File: config.mk
export PLATFORM = sky130hd
export DESIGN_NAME = axi_write_dma
export DESIGN_NICKNAME = d
export VERILOG_FILES = /design/src/rtl/axi_write_dma_pkg.sv /design/src/rtl/axi_write_dma.sv
export SDC_FILE = /design/constraint.sdc
export NUM_CORES = 1
export LEC_CHECK = 0
export ABC_CLOCK_PERIOD_IN_PS = 4700
export BUFFER_PORTS_ARGS = -buffer_cell sky130_fd_sc_hd__buf_2
export CAP_MARGIN = 5
export CORE_AREA = 4 4 262 264
export CTS_BUF_LIST = sky130_fd_sc_hd__clkbuf_16
export CTS_CLUSTER_DIAMETER = 50
export CTS_CLUSTER_SIZE = 10
export DETAILED_ROUTE_END_ITERATION = 10
export DIE_AREA = 0 0 266 268
export PLACE_DENSITY_LB_ADDON = 0.12
export SLEW_MARGIN = 20
export SYNTH_ARGS = -nofsm -noshare
export SYNTH_HDL_FRONTEND = slang
export SYNTH_SLANG_ARGS = --single-unit
export TNS_END_PERCENT = 1
File: constraint.sdc
create_clock -name clk -period 4.7 [get_ports clk]
set_input_delay 1.175 -clock clk [delete_from_list [all_inputs] [get_ports clk]]
set_output_delay 1.175 -clock clk [all_outputs]
set_load 0.02 [all_outputs]
File: src/rtl/axi_write_dma_pkg.sv
// axi_write_dma_pkg
//  Shared constants, FSM state type and helper function for axi_write_dma.
//  No ports; imported by axi_write_dma.
package axi_write_dma_pkg;

  localparam logic [1:0] AXI_BURST_INCR = 2'b01;
  localparam logic [3:0] AXI_CACHE_DEF  = 4'b0011;
  localparam logic [1:0] AXI_RESP_OKAY  = 2'b00;

  typedef enum logic [1:0] {
    IDLE = 2'd0,
    REQ  = 2'd1,
    RESP = 2'd2
  } state_t;

  // Ceiling log2, used for awsize and the address alignment mask.
  function automatic int clog2(input int v);
    int r;
    r = 0;
    while ((1 << r) < v) r++;
    return r;
  endfunction

endpackage

File: src/rtl/axi_write_dma.sv
// axi_write_dma
//  Write-only bridge from the native databus (valid/ready, one word per
//  request) to an AXI4 write master. Every accepted request with a non-zero
//  byte-enable becomes a single-beat INCR write; a request with all byte
//  enables clear completes without any AXI traffic.
//
// Parameters
//  DATA_W   databus/AXI data width (power of 2, >= 32)
//  ADDR_W   byte address width
//  USE_RAM  1: ready is combinational on the B handshake
//           0: ready is registered, one cycle later
//
// Ports
//  clk, rst                 clock, asynchronous active-low reset
//  valid/addr/wdata/wstrb   databus request (held by the master until ready)
//  ready                    one-cycle completion pulse
//  m_axi_aw*                AXI write-address channel (constant attributes)
//  m_axi_w*                 AXI write-data channel (single beat, wlast=1)
//  m_axi_b*                 AXI write-response channel
//  error                    sticky non-OKAY response flag, present only when
//                           AXI_DMA_BRESP_CHK_EN is defined
module axi_write_dma
  import axi_write_dma_pkg::*;
#(
  parameter int DATA_W  = 256,
  parameter int ADDR_W  = 32,
  parameter int USE_RAM = 0
) (
  input  logic                clk,
  input  logic                rst,
  input  logic                valid,
  input  logic [ADDR_W-1:0]   addr,
  input  logic [DATA_W-1:0]   wdata,
  input  logic [DATA_W/8-1:0] wstrb,
  output logic                ready,
  output logic                m_axi_awid,
  output logic [ADDR_W-1:0]   m_axi_awaddr,
  output logic [7:0]          m_axi_awlen,
  output logic [2:0]          m_axi_awsize,
  output logic [1:0]          m_axi_awburst,
  output logic                m_axi_awlock,
  output logic [3:0]          m_axi_awcache,
  output logic [2:0]          m_axi_awprot,
  output logic [3:0]          m_axi_awqos,
  output logic                m_axi_awvalid,
  input  logic                m_axi_awready,
  output logic [DATA_W-1:0]   m_axi_wdata,
  output logic [DATA_W/8-1:0] m_axi_wstrb,
  output logic                m_axi_wlast,
  output logic                m_axi_wvalid,
  input  logic                m_axi_wready,
  input  logic                m_axi_bid,
  input  logic [1:0]          m_axi_bresp,
  input  logic                m_axi_bvalid,
  output logic                m_axi_bready
`ifdef AXI_DMA_BRESP_CHK_EN
  ,
  output logic                error
`endif
);

  localparam int  STRB_W    = DATA_W / 8;
  localparam int  OFF_W     = clog2(STRB_W);
  localparam bit  REG_READY = (USE_RAM == 0);

  // Force the byte-offset bits within one data word to zero.
  function automatic logic [ADDR_W-1:0] align_addr(input logic [ADDR_W-1:0] a);
    logic [ADDR_W-1:0] mask;
    mask = '1;
    mask = mask << OFF_W;
    return a & mask;
  endfunction

  state_t state;
  logic   ready_q;
  logic   start;
  logic   empty_req;
  logic   b_hs;

  assign m_axi_awid    = 1'b0;
  assign m_axi_awlen   = 8'd0;
  assign m_axi_awsize  = 3'(OFF_W);
  assign m_axi_awburst = AXI_BURST_INCR;
  assign m_axi_awlock  = 1'b0;
  assign m_axi_awcache = AXI_CACHE_DEF;
  assign m_axi_awprot  = 3'd0;
  assign m_axi_awqos   = 4'd0;

  // A pending registered ready means the master still holds the request that
  // just completed, so valid must not be sampled again in that cycle.
  assign start     = (state == IDLE) && valid && !ready_q && (wstrb != '0);
  assign empty_req = (state == IDLE) && valid && !ready_q && (wstrb == '0);
  assign b_hs      = m_axi_bvalid && m_axi_bready;

  generate
    if (REG_READY) begin : g_ready_reg
      assign ready = ready_q;
    end else begin : g_ready_comb
      assign ready = empty_req || b_hs;
    end
  endgenerate

  always_ff @(posedge clk or negedge rst) begin
    if (!rst) begin
      state         <= IDLE;
      ready_q       <= 1'b0;
      m_axi_awaddr  <= '0;
      m_axi_wdata   <= '0;
      m_axi_wstrb   <= '0;
      m_axi_awvalid <= 1'b0;
      m_axi_wvalid  <= 1'b0;
      m_axi_wlast   <= 1'b0;
      m_axi_bready  <= 1'b0;
    end else begin
      ready_q <= REG_READY && (empty_req || b_hs);
      case (state)
        IDLE: begin
          if (start) begin
            m_axi_awaddr  <= align_addr(addr);
            m_axi_wdata   <= wdata;
            m_axi_wstrb   <= wstrb;
            m_axi_awvalid <= 1'b1;
            m_axi_wvalid  <= 1'b1;
            m_axi_wlast   <= 1'b1;
            state         <= REQ;
          end
        end
        REQ: begin
          // AW and W complete independently; a channel already done keeps its
          // valid low, so clearing it again is harmless.
          if (m_axi_awready) m_axi_awvalid <= 1'b0;
          if (m_axi_wready) begin
            m_axi_wvalid <= 1'b0;
            m_axi_wlast  <= 1'b0;
          end
          if ((!m_axi_awvalid || m_axi_awready) && (!m_axi_wvalid || m_axi_wready)) begin
            m_axi_bready <= 1'b1;
            state        <= RESP;
          end
        end
        RESP: begin
          if (m_axi_bvalid) begin
            m_axi_bready <= 1'b0;
            state        <= IDLE;
          end
        end
        default: state <= IDLE;
      endcase
    end
  end

`ifdef AXI_DMA_BRESP_CHK_EN
  logic error_q;

  always_ff @(posedge clk or negedge rst) begin
    if (!rst) begin
      error_q <= 1'b0;
    end else if (b_hs && (m_axi_bresp != AXI_RESP_OKAY)) begin
      error_q <= 1'b1;
    end
  end

  assign error = error_q;

  logic unused_bid;
  assign unused_bid = m_axi_bid;
`else
  logic unused_b;
  assign unused_b = ^{m_axi_bid, m_axi_bresp};
`endif

endmodule

; Word level (Yosys, flattened, before mapping)
; Cells that the tools add are included.
[word_totals]
out_inout_bits = 351
wordCells = 49
latch_bits = 0
n_memories = 0
ram_bits = 0
romBits = 0
input_bits = 329
reg_bits = 321
[classes]
div_mod_pow = 0
shifts = 0
multipliers = 0
addsub = 0
bitwise = 0
mux = 12
n_lt_le_gt_ge = 0
eq_ne = 7
reduce_logical = 22
[op_table]
columns = op, n
row1 = $logic_not 32->1, 1
row2 = $reduce_bool 32->1, 1
row3 = $reduce_and 3->1, 4
row4 = $ne 2x2->1 const B, 5
row5 = $logic_and 1x1->1, 6
row6 = $mux 2, 3
row7 = $pmux 1 s2, 3
row8 = $pmux 2 s3, 1
row9 = $mux 1, 5
row10 = $reduce_bool 2->1, 2
row11 = $logic_not 1->1, 3
row12 = $logic_or 1x1->1, 3
row13 = $eq 2x1->1 const B, 1
row14 = $eq 2x2->1 const B, 1
row15 = $logic_not 2->1, 1
row16 = $reduce_and 2->1, 1

; Longest topological paths before layout
[depth]
ltp_word = 6
depth_mapped = 7
ltp_nobuf = 4

; Least setup slack after synthesis
; Ideal clock, no wire load.
[synth_timing]
path_kind = input-to-reg
startpoint = in wstrb[18]
endpoint = reg m_axi_wdata[100]
t_arrival_ps = 2574
t_required_ps = 4572
slack_ps = 1999
cell_stages = 7
setup_time_ps = 128
path_buffers = 3
path_cell_list = nor4_1 -> nand4_1 -> o21ai_1 -> buf_2 -> buf_6 -> buf_8 -> mux2_1
[synth_via]
elab_chain_len = 3
[synth_lines]
columns = element, line
row1 = start: declaration, axi_write_dma.sv:34  ; input logic [DATA_W/8-1:0] wstrb,
row2 = $reduce_bool 32->1, axi_write_dma.sv:91  ; assign start = (state == IDLE) && valid && !ready_q && (wstrb != '0);
row3 = $logic_and 1x1->1, axi_write_dma.sv:91
row4 = $reduce_and 2->1 (no source line), -
row5 = end signal: assignment, axi_write_dma.sv:120  ; m_axi_wdata <= wdata;
row6 = end: declaration, axi_write_dma.sv:47  ; output logic [DATA_W-1:0] m_axi_wdata,
; No other way between the ends.
; A chain may end at the register's enable or synchronous reset.

; Worst setup path after layout
[layout_timing]
startpoint = in wstrb[25]
endpoint = reg m_axi_wdata[251]
; Same word-level chain as after synthesis.

==> results by group <==
Pwr
  – Switch share: 0.388
  – Int Power: 8870 uW
  – Sequential share of power: 0.334
  – Total power per unit cell area: approximately 800 nW/um^2
  – Clock Power Share: 0.246
  – NetSw: approximately 5600 uW
  – VDD IR-drop max: 0.273 mV
  – Pleak: approximately 0.0087 uW
  – Share of power burned in combinational logic: 0.420

Route
  – Drt total wl: 41800 um
  – DR vias: approximately 8500
  – Wire length per cell: 18.0 um
  – Post-DRT Antenna Nets: 0
  – Via density: between 3 and 4
  – Drt initial violations: around 250
  – Drt first pass iters: 4
  – Drt drc: 0

Yosys
  – Share of the synthesized area in the top cell type: 0.653
  – Synthesis-stage register bit count: 321
  – Compound-Gate Fraction of Synth Area: 0.00356
  – Unique masters post-synth: 21
  – Async set or reset register ratio after synthesis: 1.00
  – Seq/Total Area, Yosys: 0.653
  – Synth Area in XOR/XNOR: 0
  – Mapped Cells: roughly 740
  – EDFF count, synth: 0
  – Top_reg_cell synth: dfrtp_1
  – Most common cell in the netlist: dfrtp_1
  – Area share of fa/ha/maj cells after synthesis: 0
  – Top post-synthesis cells by area: dfrtp_1 65%, mux2_2 20%, mux2_1 9.2%, buf_4 2.1%, buf_8 1.2%
  – Largest family of logic cells by synthesized area: multiplexers
  – Ys Warns: 0
  – Area leader, netlist: dfrtp_1
  – Area of the mapped netlist: 12300 sq um
  – Multiplexer area fraction after synthesis: 0.288
  – Simple-Gate Fraction of Synth Area: 0.0108
  – Avg Cell Area, Syn: approximately 17 sq um
  – Synth top cells by count: 321 x dfrtp_1, 215 x mux2_2, 100 x mux2_1, 34 x buf_4, 22 x buf_2

Clocking
  – Cts hold-fix bufs: 0
  – Clock Tree Root: clkbuf_16
  – H-tree levels: 2
  – Clk sinks: 321
  – Post-CTS setup buffer count: 0
  – Post_cts resized: 0
  – CTS tree: done
  – Clk_lat worst skew: 0.56 ns
  – CTS Buf Count: 52
  – CTS clock-pin slew for the worst setup and hold paths: roughly 0.050 ns
  – Clock buffer depth: 3

Placement
  – Dpl ws: 0.839 ns
  – Placed cell area: around 16000 sq um
  – Port Buf Inserts: 640
  – Global placer's final weighted congestion: just over 0.7
  – Dpl hpwl: 32400 um

Timing
  – Skew final: approximately 0.016 ns
  – Part of the cycle the worst path needs: 0.651
  – Setup TNS: 0 ns
  – Slew headroom: 0.456
  – Hold slack final: 0.483 ns
  – Period minus WS final: roughly 3 ns
  – Fin worst setup slack: about 1.6 ns
  – RSZ-0062 raised after global routing: no
  – Worst-Margin Slew: 0.816 ns
  – Pins over their slew limit: 0
  – Final Hold Vio Count: 0
  – Final setup vio count: 0
  – Max Fclk: ~330 MHz

Finish
  – Core Util, Final: 0.271
  – Filler cells: 7059
  – FF+latch area: 8030 sq um
  – Layout cells sized above 1: 0.658
  – Fin area: 18000 sq um
  – P&R area growth vs syn: 46.6%
  – Fin nets: 1738
  – Multi-input logic area: between 3000 and 4000 sq um

Floorplanning
  – Die H: between 200 and 300 um
  – Row Count: 95
  – Starting Density: 0.185
  – Io pins: 680
  – Floorplan core area: 66600 sq um
  – DIE AREA: 71300 sq um
  – Die width: 266 um

Setup path
  – Critical path's largest stage delay: 0.51 ns
  – Slowest CP cell: nor4_1
  – Critical path cell sequence: buf_2 > nor4_1 > nand4_1 > o21ai_4 > buf_12 > buf_4 > mux2_2
  – CP Data Arrival Time: 3.49 ns
  – Startpoint types: input port
  – Worst Setup Path Type: input port to flop
  – CP required: ~5.1 ns
  – Worst path top cell family by delay: buffers and inverters
  – CP bufs+invs: 3
  – CP Capture Type: flop
  – CP max FO: 39

Global routing
  – Grt total ovfl: 0
  – Global Route Usage Sum: 0.111
  – Largest net degree at the start of global routing: 100
  – Initial antenna violation count: 6
  – First-pass GRT wire length: between 60000 and 70000 um
  – Vias in the first global route: 9402

Run status
  – Outcome: completed

Job
  – Max-cap violations: 0

Hold path
  – HP Class: flop to flop
[layer usage]
metal  global-route usage  routed length [um]  up-vias
met3               0.0441                3690       63
met5                    0                   0        -
li1                     -                   -     3889
met2                0.208               22900      329
met4               0.0341                 979        0
met1                0.115               14200     4185
[layout by cell type (no fill, tap or decap)]
| cell type | instances |
|---|---|
| buf_2 | 639 |
| dfrtp_1 | 321 |
| mux2_2 | 215 |
| mux2_1 | 100 |
| clkbuf_16 | 53 |
| conb_1 | 31 |
| nand2_1 | 10 |
| clkinv_2 | 10 |
| inv_1 | 9 |
| nor4_1 | 8 |
| clkinv_4 | 8 |
| buf_12 | 8 |
| clkinv_1 | 6 |
| buf_4 | 6 |
| diode_2 | 5 |
| nor2_1 | 3 |
| bufinv_16 | 3 |
| clkinvlp_4 | 3 |
| nand4_1 | 2 |
| inv_6 | 2 |
| nor4b_2 | 1 |
| a22o_1 | 1 |
| o21ai_4 | 1 |
| nor2b_1 | 1 |
| o22ai_1 | 1 |
| o221a_2 | 1 |
| a21oi_1 | 1 |
| o31ai_1 | 1 |
| buf_8 | 1 |
[flip-flops by register name, indices dropped and copies added (netlist names)]
name,count
m_axi_bready,1
m_axi_wstrb,32
ready,1
m_axi_awvalid,1
state,2
m_axi_awaddr,27
m_axi_wvalid,1
m_axi_wdata,256
[power groups by stage]
stage | registers, uW | clock network, uW | logic [uW]
final | 4840 | 3560 | 6080
after detailed placement | 4890 | 0 | 6260
after floorplan | 6660 | 0 | 2110
after CTS | 4870 | 3720 | 6260
after global placement | 4870 | 0 | 6240
after global routing | 5030 | 3840 | 6520
[cells by family after synthesis]
group,Yosys count
AOI/OAI and AO/OA,6
buffers and inverters,70
DFF,321
muxes,315
other,2
and+or+nand+nor,25
[final timing paths]
check / slack (ns) / cells after the start / from / end
max: 1.64 / 7 / wstrb[25] / m_axi_wdata[251]$_DFFE_PN0P_
min: 0.48 / 1 / m_axi_wdata[128]$_DFFE_PN0P_ / m_axi_wdata[128]$_DFFE_PN0P_
max reg2reg: 2.69 / 5 / state[0]$_DFFE_PN0P_ / m_axi_wdata[116]$_DFFE_PN0P_
min reg2reg: 0.48 / 1 / m_axi_wdata[128]$_DFFE_PN0P_ / m_axi_wdata[128]$_DFFE_PN0P_
max in group asynchronous: 3.06 / 2 / rst / m_axi_wdata[9]$_DFFE_PN0P_
min in group asynchronous: 0.70 / 1 / rst / m_axi_awaddr[27]$_DFFE_PN0P_
[stage by stage]
step	std cells	total power [uW]
2_1_floorplan	768	8770
3_3_place_gp	2228	11100
3_5_place_dp	2228	11200
4_1_cts	2319	14900
5_1_grt	2323	15400
6_report	2324	14500
[cell type report]
| type | count | area share |
|---|---|---|
| antenna | 5 | 0.000694 |
| clock buffer | 53 | 0.0735 |
| clock inverter | 38 | 0.0164 |
| inverter | 3 | 0.000624 |
| multi-input combinational | 377 | 0.213 |
| sequential | 321 | 0.445 |
| tap | 873 | 0.0605 |
| timing repair buffer | 654 | 0.189 |
Note: power is estimated with default switching activity, not from simulation.
